**src/rtl/m_store_queue.sv**
```systemverilog
// MEM-stage store queue: aligns stores onto a DATA_W-bit bus, buffers them in a DEPTH-entry FIFO
// and drains them as valid/ready beats. Define M_STORE_SPLIT_EN to split misaligned stores into two beats.
module m_store_queue #(
    parameter int DATA_W = 32,
    parameter int ADDR_W = 32,
    parameter int DEPTH  = 4
) (
    input  logic                  clk,
    input  logic                  reset,
    input  logic                  st_valid,
    output logic                  st_ready,
    input  logic [3:0]            st_op,
    input  logic [ADDR_W-1:0]     st_addr,
    input  logic [DATA_W-1:0]     st_data,
    input  logic                  flush,
    output logic                  st_adel,
    output logic                  m_data_valid,
    input  logic                  m_data_ready,
    output logic [ADDR_W-1:0]     m_data_addr,
    output logic [DATA_W/8-1:0]   m_data_byteen,
    output logic [DATA_W-1:0]     m_data_wdata,
    output logic                  sq_empty
);
    localparam int NB = DATA_W / 8;
    localparam int LB = $clog2(NB);
    localparam int PW = $clog2(DEPTH);
    localparam int CW = $clog2(DEPTH + 1);

    typedef enum logic [1:0] {S_IDLE, S_BEAT0, S_BEAT1} state_t;

    logic [3:0]          size_bytes;
    logic [3:0]          size_m1;
    logic                op_legal;
    logic                misaligned;
    logic [LB-1:0]       sh;
    logic [2*NB-1:0]     size_mask;
    logic [2*NB-1:0]     mask_al;
    logic [2*DATA_W-1:0] data_sh;
    logic [2*DATA_W-1:0] data_al;
    logic [ADDR_W-1:0]   base_addr;
    logic                split_w;
    logic                push;
    logic                pop;

    always_comb begin
        size_bytes = 4'd1;
        op_legal   = 1'b0;
        case (st_op)
            4'b1000: begin size_bytes = 4'd1; op_legal = 1'b1; end
            4'b0111: begin size_bytes = 4'd2; op_legal = 1'b1; end
            4'b0110: begin size_bytes = 4'd4; op_legal = 1'b1; end
            4'b1010: begin size_bytes = 4'd8; op_legal = (DATA_W == 64); end
            default: begin size_bytes = 4'd1; op_legal = 1'b0; end
        endcase
    end

    assign size_m1    = size_bytes - 4'd1;
    assign misaligned = |(st_addr[3:0] & size_m1);
    assign sh         = st_addr[LB-1:0];
    assign base_addr  = {st_addr[ADDR_W-1:LB], {LB{1'b0}}};
    assign mask_al    = size_mask << sh;
    assign data_sh    = {{DATA_W{1'b0}}, st_data} << {sh, 3'b000};

    // Lanes outside the store size are zeroed so upper garbage in st_data never reaches the bus.
    genvar gi;
    generate
        for (gi = 0; gi < 2*NB; gi++) begin : g_lane
            assign size_mask[gi]          = (gi < int'(size_bytes));
            assign data_al[8*gi +: 8]     = mask_al[gi] ? data_sh[8*gi +: 8] : 8'h00;
        end
    endgenerate

`ifdef M_STORE_SPLIT_EN
    assign split_w = |mask_al[2*NB-1:NB];
    assign st_adel = 1'b0;
`else
    assign split_w = 1'b0;
    assign st_adel = st_valid & op_legal & misaligned;
`endif

    // FIFO storage and control
    logic [ADDR_W-1:0]   fifo_addr_q  [DEPTH];
    logic [2*NB-1:0]     fifo_mask_q  [DEPTH];
    logic [2*DATA_W-1:0] fifo_data_q  [DEPTH];
    logic                fifo_split_q [DEPTH];

    logic [PW-1:0]     wr_ptr_q, wr_ptr_d;
    logic [PW-1:0]     rd_ptr_q, rd_ptr_d;
    logic [PW-1:0]     rd_nxt;
    logic [CW-1:0]     count_q, count_d;
    state_t            state_q, state_d;
    logic              valid_q, valid_d;
    logic [ADDR_W-1:0] addr_q, addr_d;
    logic [NB-1:0]     byteen_q, byteen_d;
    logic [DATA_W-1:0] wdata_q, wdata_d;
    logic              beat_done;

    assign st_ready = (count_q != CW'(DEPTH));
    assign push     = st_valid & st_ready & ~flush & op_legal & ~st_adel;
    assign rd_nxt   = rd_ptr_q + PW'(1);

    always_ff @(posedge clk) begin
        if (push) begin
            fifo_addr_q[wr_ptr_q]  <= base_addr;
            fifo_mask_q[wr_ptr_q]  <= mask_al;
            fifo_data_q[wr_ptr_q]  <= data_al;
            fifo_split_q[wr_ptr_q] <= split_w;
        end
    end

    always_comb begin
        state_d   = state_q;
        valid_d   = valid_q;
        addr_d    = addr_q;
        byteen_d  = byteen_q;
        wdata_d   = wdata_q;
        beat_done = 1'b0;
        case (state_q)
            S_IDLE: begin
                if (count_q != '0) begin
                    state_d  = S_BEAT0;
                    valid_d  = 1'b1;
                    addr_d   = fifo_addr_q[rd_ptr_q];
                    byteen_d = fifo_mask_q[rd_ptr_q][NB-1:0];
                    wdata_d  = fifo_data_q[rd_ptr_q][DATA_W-1:0];
                end
            end
            S_BEAT0: begin
                if (m_data_ready) begin
                    if (fifo_split_q[rd_ptr_q]) begin
                        state_d  = S_BEAT1;
                        addr_d   = fifo_addr_q[rd_ptr_q] + ADDR_W'(NB);
                        byteen_d = fifo_mask_q[rd_ptr_q][2*NB-1:NB];
                        wdata_d  = fifo_data_q[rd_ptr_q][2*DATA_W-1:DATA_W];
                    end else begin
                        beat_done = 1'b1;
                    end
                end
            end
            S_BEAT1: begin
                if (m_data_ready) beat_done = 1'b1;
            end
            default: state_d = S_IDLE;
        endcase

        // An entry enqueued this same cycle is not yet readable, so it waits for IDLE to pick it up.
        if (beat_done) begin
            if (count_q >= CW'(2)) begin
                state_d  = S_BEAT0;
                valid_d  = 1'b1;
                addr_d   = fifo_addr_q[rd_nxt];
                byteen_d = fifo_mask_q[rd_nxt][NB-1:0];
                wdata_d  = fifo_data_q[rd_nxt][DATA_W-1:0];
            end else begin
                state_d  = S_IDLE;
                valid_d  = 1'b0;
                addr_d   = '0;
                byteen_d = '0;
                wdata_d  = '0;
            end
        end
    end

    assign pop      = beat_done;
    assign wr_ptr_d = push ? wr_ptr_q + PW'(1) : wr_ptr_q;
    assign rd_ptr_d = pop ? rd_nxt : rd_ptr_q;
    assign count_d  = count_q + CW'(push) - CW'(pop);

    always_ff @(posedge clk or posedge reset) begin
        if (reset) begin
            state_q  <= S_IDLE;
            valid_q  <= 1'b0;
            addr_q   <= '0;
            byteen_q <= '0;
            wdata_q  <= '0;
            wr_ptr_q <= '0;
            rd_ptr_q <= '0;
            count_q  <= '0;
        end else begin
            state_q  <= state_d;
            valid_q  <= valid_d;
            addr_q   <= addr_d;
            byteen_q <= byteen_d;
            wdata_q  <= wdata_d;
            wr_ptr_q <= wr_ptr_d;
            rd_ptr_q <= rd_ptr_d;
            count_q  <= count_d;
        end
    end

    assign m_data_valid  = valid_q;
    assign m_data_addr   = addr_q;
    assign m_data_byteen = byteen_q;
    assign m_data_wdata  = wdata_q;
    assign sq_empty      = (count_q == '0) & ~valid_q;

endmodule

```
**config.mk**
```make
export PLATFORM = sky130hd
export DESIGN_NAME = m_store_queue
export DESIGN_NICKNAME = d
export VERILOG_FILES = /design/src/rtl/m_store_queue.sv
export SDC_FILE = /design/constraint.sdc
export NUM_CORES = 1
export LEC_CHECK = 0
export BUFFER_PORTS_ARGS = -buffer_cell sky130_fd_sc_hd__buf_4
export CAP_MARGIN = 10
export CORE_MARGIN = 2
export CORE_UTILIZATION = 55
export CTS_BUF_LIST = sky130_fd_sc_hd__clkbuf_8
export DETAILED_ROUTE_END_ITERATION = 6
export PLACE_DENSITY_LB_ADDON = 0.2
export SYNTH_ARGS = -nofsm -noshare
export SYNTH_HDL_FRONTEND = slang
export SYNTH_SLANG_ARGS = --single-unit
```
**constraint.sdc**
```tcl
create_clock -name clk -period 3.2 [get_ports clk]
set_input_delay 0.64 -clock clk [delete_from_list [all_inputs] [get_ports clk]]
set_output_delay 0.64 -clock clk [all_outputs]
set_load 0.02 [all_outputs]
```
==> impl_results.md <==
- Req. time, crit path: 2.56 ns
- Setup bufs post-CTS: 0
- Initial Utilization: 0.560
- Max cap viols: 0
- Diodes inserted: 0
- DIE AREA: 29,800 um^2
- Synth Area in Adders: 0.0101
- Top cells by count, synth: edfxtp_1 (264), mux4_2 (113), nor2_1 (110)
- Row count: 61
- DP HPWL: 22.7 mm
- Total power: 15.7 mW
- Placement Cell Area: 17,200 um^2
- Total negative slack: 0 ns
- R2R setup slack: 0.70 ns
- Global placement routability congestion: 0.875
- Fin crit share: 0.938
- Power per cell area: 861 nW/um^2
- Final slew viol count: 0
- Layout cells sized above 1: 0.326
- CTS resizes: 0
- Compound-Gate Fraction of Synth Area: 0.0498
- End of the worst register-to-register path: m_data_addr[25]
- Clock Pin Slew Worst Setup and Hold Paths: 0.06 ns
- Worst slack, placed: 0.208 ns
- Die H: 173 um
- Yosys Warn Count: 0
- Worst skew pair latency: 0.58 ns
- Vias in the first global route: 9,758
- Post-synthesis simple-gate area fraction: 0.0686
- Data arrival, critical path: 2.36 ns
- Hold Fails Final Rpt: 0
- Post-synthesis mux area share: 0.212
- Nets: 1,205
- Routed len/inst: 22.5 um
- Initial drt markers: 838
- Post-Synth XOR/XNOR Area: 0.00392
- First-pass GRT wire length: 54.2 mm
- CTS buffer count: 53
- CP startpoint: st_op[2]
- Mean Syn Cell Area: 16.3 um^2
- Die Span X: 173 um
- Root buf cell: clkbuf_8
- Initial antenna violation count: 0
- Critical path peak fanout: 4
- Final setup viols: 0
- Mapped cell area: 15,600 um^2
- Cells after Synth: 961
- RSZ-0062 raised after global routing: no
- CTS Hold Buffers Added: 0
- Port Buf Inserts: 142
- Remaining Overflow, GRT: 0
- Critical path class: primary input to output pin
- Setup ws final: 0.197 ns
- Worst Setup End Kind: output pin
- Hold WC Path Type: primary input to async pin
- Register bit total from synthesis: 340
- H-Tree Depth: 2
- VDD IR max: 0.680 mV
- RR Startpoint: rd_ptr_q[0]
- Worst reg2reg path depth: 7
- IO Pins: 145
- Core area: 27,900 um^2
- Max clock buf depth: 3
- Tightest Pin Transition: 0.788 ns
- Routed wire length: 34.7 mm
- Total iterations of the first detailed-routing run: 5
- Detailed-route via count: 9,523
- Cell taking the most area after synthesis: edfxtp_1
- Most used DFF post-synth: edfxtp_1
- Finished Cell Area: 18,200 um^2
- Post-synthesis cell type count: 53
- Clk sinks: 340
- Top cell type's share of synthesized area: 0.507
- Routed Antenna Nets: 0
- Leading post-synthesis cells by cell area: edfxtp_1 (51%), mux4_2 (16%), dfrtp_1 (12%), nor2_1 (2.6%), mux2i_1 (2.3%)
- Worst setup SP type: primary input
- Count leader, synth: edfxtp_1
- Max Clk Rate: 333 MHz
- Post-synth EDFFs: 264
- P_leak: 6.72 nW
- Relative slew slack: 0.473
- Largest net degree at the start of global routing: 76
- DR DRC count: 0
- Max Clock Skew: 0.0213 ns
- Area grow syn2layout: 16.4%
- Final worst path period need: 3.00 ns
- Main combinational cell family by area after synthesis: multiplexers
- GRT Resource Usage Total: 0.234
- Seq/Total Area, Yosys: 0.628
- FFs w/ async S/R, synth: 0.224
- CTS tree: yes
- Outcome: finished clean
- Vias/cell: 6.18
## registers in the layout, summed over array words and instances (netlist names)
register	count
fifo_data_q	128
fifo_addr_q	120
m_data_wdata	32
m_data_addr	30
fifo_mask_q	16
m_data_byteen	4
count_q	3
rd_ptr_q	2
state_q	2
wr_ptr_q	2
m_data_valid	1
## per-layer routing
metal	wire, um	track usage	vias to the layer above
met5	0	0	-
met4	937	0.0713	0
met3	2260	0.0416	77
met2	17300	0.391	359
met1	14200	0.320	4920
li1	-	-	4167
## logic make-up (layout without fill, tap and decap cells)
kind of cell | after synthesis | after routing
AOI/OAI and AO/OA | 107 | 107
xor gates and xnor gates | 7 | 7
adders and majority gates | 12 | 12
buffers and inverters | 87 | 289
DFF | 340 | 340
muxes | 168 | 168
other | 1 | 2
and+or+nand+nor | 239 | 239
## power breakdown
| group | total, mW | switching [mW] | internal (mW) |
|---|---|---|---|
| Sequential | 5.88 | 0.519 | 5.37 |
| Combinational | 6.35 | 3.36 | 2.99 |
| Clock | 3.45 | 1.61 | 1.84 |
| Total | 15.7 | 5.49 | 10.2 |
## worst max path at each step
stage,cells past startpoint,end,slack [ns]
global placement,9,fifo_data_q[0][11],0.24
finish,7,st_adel,0.20
floorplan,6,fifo_addr_q[0][0],0.23
detailed placement,9,fifo_data_q[0][11],0.21
global route,7,st_adel,0.21
CTS,7,st_adel,0.25
## worst max-delay path, stage by stage
cell	delay [ns]
buf_4	0.11
nand2b_1	0.17
o21ai_0	0.28
a22oi_1	0.11
o21ai_0	0.49
nor2b_1	0.35
buf_4	0.20
## stage by stage
stage	std cells	util	hold slack, ns
finish	1542	0.652	0.132
global route	1542	0.652	0.160
CTS	1542	0.652	0.130
detailed placement	1443	0.615	0.502
global placement	1443	0.615	0.496
floorplan	962	-	0.507
## cells in the final DEF (no fill, tap or decap), drive strengths merged, types with 2 or more instances in the layout
cell type	instances
buf	174
nand3	9
mux2	6
nand2	54
and2	18
xnor2	6
clkinvlp	2
a22oi	12
nor2	110
and3	8
nand2b	5
mux2i	36
a21oi	7
a211o	2
a221oi	39
o211ai	2
nand4	6
mux4	126
a211oi	2
inv	41
o21ai	24
o22ai	11
nor2b	3
o31ai	2
clkbuf	62
dfrtp	76
clkinv	9
a21o	2
nor3	18
edfxtp	264
nor4	2
conb	2
ha	11
## cell type report
type / count / area (um^2)
tap: 378 / 473
multi-input combinational: 535 / 5430
sequential: 340 / 9840
fill: 2020 / 9730
timing repair buffer: 174 / 1380
clock buffer: 62 / 853
inverter: 16 / 61.3
clock inverter: 37 / 176
(Power assumes the default switching activity.)
